**src/rtl/mem_pkg.sv**
```systemverilog
`default_nettype none
// ============================================================================
// Module      : mem_pkg
// Description : Shared constants, state codes and helpers for the
//               main-memory responder and the cache controller.
// Revision    : 1.0 - initial release
// ============================================================================
package mem_pkg;

  // Default geometry shared with the cache controller
  localparam int MEM_ADDR_W = 5;
  localparam int MEM_DATA_W = 8;

  // Legal wait-state range and the counter width that covers it
  localparam int LATENCY_MIN = 0;
  localparam int LATENCY_MAX = 7;
  localparam int CNT_W       = 3;

  // FSM state codes; fixed values because they drive the 7-segment display
  localparam int STATE_W = 3;

  typedef enum logic [STATE_W-1:0] {
    MS_IDLE = 3'd0,
    MS_WAIT = 3'd1,
    MS_RESP = 3'd2
  } mem_state_e;

  localparam logic [STATE_W-1:0] ST_IDLE = MS_IDLE;
  localparam logic [STATE_W-1:0] ST_WAIT = MS_WAIT;
  localparam logic [STATE_W-1:0] ST_RESP = MS_RESP;

  // Saturate a requested latency into the supported range
  function automatic logic [CNT_W-1:0] clamp_latency(input int lat);
    int l;
    l = lat;
    if (l < LATENCY_MIN) l = LATENCY_MIN;
    if (l > LATENCY_MAX) l = LATENCY_MAX;
    return CNT_W'(l);
  endfunction

endpackage
`default_nettype wire

```
**src/rtl/mem_array.sv**
```systemverilog
`default_nettype none
// ============================================================================
// Module      : mem_array
// Description : 2^ADDR_W x DATA_W register storage. Resets to the identity
//               pattern (word i holds i), synchronous write, combinational
//               read.
// Revision    : 1.0 - initial release
// ============================================================================
module mem_array
  import mem_pkg::*;
#(
  parameter int ADDR_W = MEM_ADDR_W,
  parameter int DATA_W = MEM_DATA_W
) (
  input  logic              clock,
  input  logic              resetn,
  input  logic              we,
  input  logic [ADDR_W-1:0] waddr,
  input  logic [DATA_W-1:0] wdata,
  input  logic [ADDR_W-1:0] raddr,
  output logic [DATA_W-1:0] rdata
);

  localparam int DEPTH = 1 << ADDR_W;

  logic [DATA_W-1:0] mem_q [DEPTH];

  // One register per word so each can carry its own identity reset value
  generate
    for (genvar i = 0; i < DEPTH; i++) begin : g_word
      localparam logic [DATA_W-1:0] RST_VAL = DATA_W'(i);
      logic [DATA_W-1:0] word_d;

      // Next value: new data when this word is the write target
      always_comb begin
        word_d = mem_q[i];
        if (we && (waddr == ADDR_W'(i))) word_d = wdata;
      end

      // Word storage, identity pattern on reset
      always_ff @(posedge clock or negedge resetn) begin
        if (!resetn) mem_q[i] <= RST_VAL;
        else         mem_q[i] <= word_d;
      end
    end
  endgenerate

  // Asynchronous read port
  always_comb begin
    rdata = mem_q[raddr];
  end

endmodule
`default_nettype wire

```
**src/rtl/mem_responder.sv**
```systemverilog
`default_nettype none
// ============================================================================
// Module      : mem_responder
// Description : Responder side of the cache memory-request bundle. Accepts
//               one read/write at a time, waits LATENCY cycles, performs the
//               access and pulses resp_valid for one cycle.
// Revision    : 1.0 - initial release
// ============================================================================
module mem_responder
  import mem_pkg::*;
#(
  parameter int ADDR_W  = MEM_ADDR_W,
  parameter int DATA_W  = MEM_DATA_W,
  parameter int LATENCY = 3
) (
  input  logic               clock,
  input  logic               resetn,
  input  logic               req_valid,
  output logic               req_ready,
  input  logic               req_wren,
  input  logic [ADDR_W-1:0]  req_addr,
  input  logic [DATA_W-1:0]  req_data,
  output logic               resp_valid,
  output logic [DATA_W-1:0]  resp_data,
  output logic               busy,
  output logic [STATE_W-1:0] state
);

  localparam logic [CNT_W-1:0] LAT_CNT = clamp_latency(LATENCY);
  localparam logic [CNT_W-1:0] CNT_ONE = CNT_W'(1);

  logic [STATE_W-1:0] state_q, state_d;
  logic [CNT_W-1:0]   wait_cnt_q, wait_cnt_d;
  logic               wren_q, wren_d;
  logic [ADDR_W-1:0]  addr_q, addr_d;
  logic [DATA_W-1:0]  data_q, data_d;
  logic [DATA_W-1:0]  resp_data_q, resp_data_d;

  // Access strobe and operands; sourced from the live inputs when LATENCY=0
  // (access on the accept edge) and from the capture registers otherwise.
  logic               acc_en;
  logic               acc_wren;
  logic [ADDR_W-1:0]  acc_addr;
  logic [DATA_W-1:0]  acc_data;
  logic               mem_we;
  logic [DATA_W-1:0]  mem_rdata;

  mem_array #(
    .ADDR_W (ADDR_W),
    .DATA_W (DATA_W)
  ) u_mem_array (
    .clock  (clock),
    .resetn (resetn),
    .we     (mem_we),
    .waddr  (acc_addr),
    .wdata  (acc_data),
    .raddr  (acc_addr),
    .rdata  (mem_rdata)
  );

  // FSM next-state, wait counter, request capture and access selection
  always_comb begin
    state_d     = state_q;
    wait_cnt_d  = wait_cnt_q;
    wren_d      = wren_q;
    addr_d      = addr_q;
    data_d      = data_q;
    acc_en      = 1'b0;
    acc_wren    = wren_q;
    acc_addr    = addr_q;
    acc_data    = data_q;

    case (state_q)
      ST_IDLE: begin
        if (req_valid) begin
          wren_d     = req_wren;
          addr_d     = req_addr;
          data_d     = req_data;
          wait_cnt_d = LAT_CNT;
          if (LAT_CNT == '0) begin
            acc_en   = 1'b1;
            acc_wren = req_wren;
            acc_addr = req_addr;
            acc_data = req_data;
            state_d  = ST_RESP;
          end else begin
            state_d  = ST_WAIT;
          end
        end
      end
      ST_WAIT: begin
        wait_cnt_d = wait_cnt_q - CNT_ONE;
        // A zero count cannot occur here; treating it like 1 avoids underflow
        if (wait_cnt_q <= CNT_ONE) begin
          wait_cnt_d = '0;
          acc_en     = 1'b1;
          state_d    = ST_RESP;
        end
      end
      ST_RESP: begin
        state_d = ST_IDLE;
      end
      default: begin
        state_d    = ST_IDLE;
        wait_cnt_d = '0;
      end
    endcase

    mem_we      = acc_en & acc_wren;
    resp_data_d = resp_data_q;
    if (acc_en) resp_data_d = acc_wren ? acc_data : mem_rdata;
  end

  // State, counter and capture registers
  always_ff @(posedge clock or negedge resetn) begin
    if (!resetn) begin
      state_q     <= ST_IDLE;
      wait_cnt_q  <= '0;
      wren_q      <= 1'b0;
      addr_q      <= '0;
      data_q      <= '0;
      resp_data_q <= '0;
    end else begin
      state_q     <= state_d;
      wait_cnt_q  <= wait_cnt_d;
      wren_q      <= wren_d;
      addr_q      <= addr_d;
      data_q      <= data_d;
      resp_data_q <= resp_data_d;
    end
  end

  // Status outputs decoded from the state register
  always_comb begin
    req_ready  = (state_q == ST_IDLE);
    resp_valid = (state_q == ST_RESP);
    busy       = (state_q != ST_IDLE);
    state      = state_q;
    resp_data  = resp_data_q;
  end

endmodule
`default_nettype wire

```
**config.mk**
```make
export PLATFORM = sky130hd
export DESIGN_NAME = mem_responder
export DESIGN_NICKNAME = d
export VERILOG_FILES = /design/src/rtl/mem_pkg.sv /design/src/rtl/mem_array.sv /design/src/rtl/mem_responder.sv
export SDC_FILE = /design/constraint.sdc
export NUM_CORES = 1
export LEC_CHECK = 0
export ABC_CLOCK_PERIOD_IN_PS = 2900
export CAP_MARGIN = 25
export CORE_ASPECT_RATIO = 2
export CORE_MARGIN = 4
export CORE_UTILIZATION = 62
export DETAILED_ROUTE_END_ITERATION = 6
export PLACE_DENSITY = 0.8
export SLEW_MARGIN = 10
export SYNTH_ARGS = -nofsm -noshare
export SYNTH_HDL_FRONTEND = slang
export SYNTH_SLANG_ARGS = --single-unit
export TNS_END_PERCENT = 100
```
**constraint.sdc**
```tcl
create_clock -name clock -period 2.9 [get_ports clock]
set_input_delay 0.29 -clock clock [delete_from_list [all_inputs] [get_ports clock]]
set_output_delay 0.29 -clock clock [all_outputs]
set_load 0.02 [all_outputs]
```
# [Word-level counts from Yosys, hierarchy flattened]
# Cells that the tools add are included.
[word_totals] regBits=284 inputBits=17 word_cells=129
[op_classes] addsub=1 order_cmp=2 n_eq_ne=35 n_mux=12 n_bitwise=3 reduce_logical=38
[ops] cell="equality test 5 bit (second input constant)" n=16
[ops] cell="binary-select mux 8 bit (select 5 bit)" n=1
[ops] cell="equality test 5 x 4 -> 1 bit (second input constant)" n=8
[ops] cell="logical AND 1 bit" n=32
[ops] cell="two-way mux 8 bit" n=3
[ops] cell="equality test 5 x 3 -> 1 bit (second input constant)" n=4
[ops] cell="two-way mux 3 bit" n=4
[ops] cell="equality test 5 x 2 -> 1 bit (second input constant)" n=2
[ops] cell="case mux 3 bit (3 select lines)" n=1
[ops] cell="greater-or-equal comparator 6 bit (second input constant)" n=1
[ops] cell="inverter 5 -> 6 bit" n=1
[ops] cell="case mux 3 bit (2 select lines)" n=1
[ops] cell="AND reduction 2 bit" n=3
[ops] cell="equality test 5 x 1 -> 1 bit (second input constant)" n=1
[ops] cell="logical NOT 5 bit" n=1
[ops] cell="inequality test 2 bit (second input constant)" n=2
[ops] cell="equality test 3 x 1 -> 1 bit (second input constant)" n=1
[ops] cell="equality test 3 x 2 -> 1 bit (second input constant)" n=1
[ops] cell="less-or-equal comparator 3 x 1 -> 1 bit (second input constant)" n=1
[ops] cell="logical NOT 3 bit" n=1
[ops] cell="nonzero test 3 bit" n=1
[ops] cell="subtractor 3 x 1 -> 3 bit (second input constant)" n=1
[ops] cell="two-way mux 1 bit" n=2
[ops] cell="bitwise AND 1 bit" n=1
[ops] cell="inverter 1 bit" n=1

# [Logic depth before layout (Yosys ltp)]
[logic_depth] word_depth=5 mapped_depth=8 ltp_nobuf=7

# [By module]
# From an unflattened synthesis, not the netlist that was laid out.
[hier_totals] cells_unflattened=786 area_unflattened_um2=13006.2
[by_module_without_submodules] module="mem_array" n_inst=1 cells_each=699 area_each_um2=11773.8 seq_area_each_um2=6506.2
[by_module_without_submodules] module="mem_responder" n_inst=1 cells_each=87 area_each_um2=1232.4 seq_area_each_um2=675.6

# [Worst setup path after synthesis]
# OpenSTA, ideal clock, no wires.
[synth_timing] kind="flip-flop to flip-flop" startpoint="register wait_cnt_q[1]" endpoint="register u_mem_array.mem_q[34] (netlist bit)" setup_ps=125 t_arrival_ps=1944 required_ps=2775 setup_slack_ps=831 stages_incl_launch_ff=8 path_cell_list="dfrtp_1 inv_1 ha_1 o21bai_4 nand3_4 buf_6 nor3_2 mux2_2"
[synth_between] elab_chain_cells=5
[synth_lines] item="start, declared" line="mem_responder.sv:33" text="logic [CNT_W-1:0] wait_cnt_q, wait_cnt_d;"
[synth_lines] item="start signal, assigned" line="mem_responder.sv:125" text="wait_cnt_q <= wait_cnt_d;"
[synth_lines] item="less-or-equal comparator 3 x 1 -> 1 bit" line="mem_responder.sv:94" text="if (wait_cnt_q <= CNT_ONE) begin"
[synth_lines] item="two-way mux 1 bit" line="mem_responder.sv:94"
[synth_lines] item="two-way mux 1 bit" line="mem_responder.sv:73" text="case (state_q)"
[synth_lines] item="bitwise AND 1 bit" line="mem_responder.sv:109" text="mem_we = acc_en & acc_wren;"
[synth_lines] item="logical AND 1 bit" line="mem_array.sv:37" text="if (we && (waddr == ADDR_W'(i))) word_d = wdata;"
[synth_lines] item="end signal, assigned by index" line="mem_array.sv:43" text="else mem_q[i] <= word_d;"
[synth_lines] item="end, declared" line="mem_array.sv:26" text="logic [DATA_W-1:0] mem_q [DEPTH];"
# No other way between the ends.
# A chain may end at the register's enable or synchronous reset.

# [Worst setup path in the final report]
[layout_timing] startpoint="register wait_cnt_q[1]" endpoint="register u_mem_array.mem_q[95] (netlist bit)"
# The elaborated chain is that of the path after synthesis.

==> flow_metrics.py <==
metrics = {
    "layout": {
        "fin_nets": 937,
        "drive_gt1_share_pct": 53.0,
        "diodes": 0,
        "fill_cells": 1392,
        "synthToLayoutAreaGrowth_pct": 11.1,
        "stdcell_area_mm2": 0.0147,
    },
    "timing": {
        "fin_skew_ns": 0.0231,
        "fin_crit_ns": 2.60,
        "worst_slew_pin_slew_ns": 0.990,
        "setup_viol": 0,
        "hold_viol_final": 0,
        "grt_setup_unrepaired": "no",
        "max_freq_mhz": 385,
        "drv_slew": 0,
        "setup_tns_ns": 0,
        "slew_headroom_pct": 34.0,
        "final.setup.worst_slack_ns": 0.301,
        "period_share_pct": 89.6,
    },
    "worst_setup_path": {
        "rrSetupSlack_ns": 0.30,
        "start_kind": "register",
        "endpoint_kind": "register",
        "slowest_stage": "nand3_1",
        "startpoint": "wait_cnt_q[1]$_DFFE_PN0P_",
        "worstSetupPathType": "register to register",
        "endpoint": "u_mem_array.mem_q[95]$_DFFE_PN0P_",
        "crit_top_cell": "inv_1",
        "critPathMaxStageDelay_ns": 0.56,
        "path_max_fanout": 14,
        "crit_chain": "inv_1 > ha_1 > o21bai_4 > nand3_4 > inv_1 > nand3_1 > mux2_2",
        "r2r_start": "wait_cnt_q[1]$_DFFE_PN0P_",
        "worstPathRequired_ns": 3.33,
        "rr_endpoint": "u_mem_array.mem_q[95]$_DFFE_PN0P_",
        "worst_r2r_path_depth": 7,
        "cp.arrival_ns": 3.03,
    },
    "detailed_routing": {
        "drtIter0Drc": 663,
        "drt_wl_total_mm": 32.4,
        "vias_per_cell": 6.58,
        "vias": 7931,
        "dr.pass1.iters": 5,
        "drc": 0,
        "routedWlPerCell_um": 26.9,
        "ant_nets": 0,
    },
    "yosys": {
        "ys_seq_area_share_pct": 54.3,
        "synth-edff-count": 0,
        "synth_area_mm2": 0.0132,
        "ys_types": 47,
        "ys_ff_latch": 283,
        "synth_nets": 906,
        "async_reset_ff_share_pct": 100,
        "synth_cells": 887,
        "avgSynthCellArea_um2": 14.9,
        "synth_ff_type": "dfrtp_1",
        "yosys_warnings": 0,
    },
    "clock_tree": {
        "tritoncts.num_buffers": 25,
        "root_buffer": "clkbuf_16",
        "htree_levels": 1,
        "cts_tree": "done",
        "clk_pin_slew_ns": 0.07,
        "clkLatencyLatePin_ns": 0.55,
        "cts.sinks": 283,
        "clk_path_buf_depth": 3,
        "cts_setup_buffers": 0,
    },
    "placement": {
        "pre_cts_slack_ns": 0.328,
        "gp_congestion": 0.956,
        "portBuffers": 29,
        "hpwl_mm": 22.4,
        "dpl-instance-area_mm2": 0.0139,
    },
    "floorplanning": {
        "io_pins": 31,
        "design.core.area_mm2": 0.0210,
        "fp.dieArea_mm2": 0.0239,
        "die_x_um": 111,
        "die_h_um": 215,
        "num_rows": 75,
        "initial_core_util_pct": 62.9,
    },
    "global_route": {
        "overflow": 0,
        "grt_max_degree": 101,
        "grt_util_all_layers_pct": 27.9,
        "antenna_found_initial": 0,
        "grt_pass1_wl_mm": 51.6,
        "grt_pass1_vias": 8810,
    },
    "flow_run": {
        "cap_violations": 0,
    },
    "pwr": {
        "report.power.total_mw": 13.8,
        "power_density_mw_per_mm2": 936,
        "ir_drop_uv": 756,
        "cellLeakagePower_nw": 6.65,
    },
    "hold_path": {
        "min_path_type": "input pin to asynchronous set/reset pin",
    },
    "status": {
        "outcome": "finished, final reports clean",
    },
}
## logic make-up (layout without fill, tap and decap cells)
family,Yosys count,in the layout,share of synthesized area [%]
AOI/OAI and AO/OA,65,65,3.91
adders and majority gates,2,2,0.189
buffers and inverters,72,122,2.60
DFF,283,283,54.3
muxes,344,344,33.1
other,1,1,0.0284
and+or+nand+nor,120,120,5.89
## worst min path at each step
stage / start / endpoint / slack [ns] / cells past startpoint
2_1_floorplan: resetn / acc_addr[0]$_DFFE_PN0P_ / -0.006 / 0
3_3_place_gp: resetn / u_mem_array.mem_q[34]$_DFFE_PN0P_ / 0.21 / 1
4_1_cts: resetn / u_mem_array.mem_q[24]$_DFFE_PN0P_ / 0.26 / 2
6_report: resetn / u_mem_array.mem_q[34]$_DFFE_PN0P_ / 0.25 / 2
3_5_place_dp: resetn / u_mem_array.mem_q[34]$_DFFE_PN0P_ / 0.22 / 1
5_1_grt: req_data[1] / acc_data[1]$_DFFE_PN0P_ / 0.28 / 3
## report_power, final
part / internal (mW) / total, mW / switching (mW)
registers: 4.96 / 6.02 / 1.06
clock network: 1.77 / 3.23 / 1.46
logic: 2.05 / 4.50 / 2.45
## Yosys cell counts (5+ instances only)
cell | instances | area, um^2
a211oi_1 | 8 | 60.1
a221oi_1 | 8 | 70.1
a22o_1 | 8 | 70.1
buf_2 | 11 | 55.1
buf_4 | 8 | 60.1
clkbuf_1 | 39 | 146
dfrtp_1 | 203 | 5080
dfstp_2 | 80 | 2100
inv_1 | 6 | 22.5
mux2_2 | 262 | 2950
mux2i_1 | 32 | 320
mux4_2 | 48 | 1080
nand2_1 | 54 | 203
nand2b_1 | 5 | 31.3
nand3_1 | 10 | 50.1
nand4_1 | 11 | 68.8
nor3_2 | 6 | 60.1
nor3_4 | 5 | 81.3
o21ai_0 | 11 | 55.1
o221ai_1 | 17 | 149
o31ai_1 | 8 | 60.1
## cell usage in the layout, fill, tap and decap left out, types with 8 or more instances in the layout
cell,instances
mux2_2,262
dfrtp_1,201
dfstp_2,80
nand2_1,54
mux4_2,48
mux2i_1,32
buf_4,32
clkdlybuf4s50_1,28
clkbuf_16,25
o221ai_1,17
nand4_1,11
o21ai_0,11
nand3_1,10
clkbuf_1,10
a221oi_1,8
o31ai_1,8
a22o_1,8
a211oi_1,8
## flip-flops by register name, summed over array words and instances (netlist names)
| name | count |
|---|---|
| state | 2 |
| u_mem_array.mem_q | 256 |
| acc_wren | 1 |
| acc_addr | 5 |
| wait_cnt_q | 3 |
| acc_data | 8 |
| resp_data | 8 |
## final cells by class
cell class	count	area (um^2)	share of cell area, %
tap	269	337	2.29
timing repair buffer	68	668	4.55
sequential	283	7190	48.9
inverter	8	30.0	0.204
clock buffer	38	704	4.79
multi-input combinational	532	5700	38.8
clock inverter	8	71.3	0.485
## metal layers
metal	global-route usage, %	part of all wire [%]
met1	32.4	35
met2	48.0	52
met3	3.90	5.1
met4	18.1	7.8
met5	0	0
## repair_timing
action,CTS,global route
hold buffers,1,0
gates resized for setup,0,0
endpoints found under the hold margin,46,0
## critical path, delay by kind of cell, from the launching register on
family,cells,cell delay (ns)
AOI/OAI and AO/OA,1,0.21
adders and majority gates,1,0.18
buffers and inverters,2,0.53
DFF,1,0.43
muxes,1,0.46
and+or+nand+nor,2,0.67
## through the flow
| step | hold WS (ns) | instances | utilization (%) |
|---|---|---|---|
| 2_1_floorplan | -0.00559 | 887 | - |
| 3_3_place_gp | 0.211 | 1157 | 66.0 |
| 3_5_place_dp | 0.218 | 1158 | 66.1 |
| 4_1_cts | 0.261 | 1205 | 69.8 |
| 5_1_grt | 0.279 | 1206 | 69.9 |
| 6_report | 0.251 | 1206 | 69.9 |
Power figures use the tool's default switching activity.
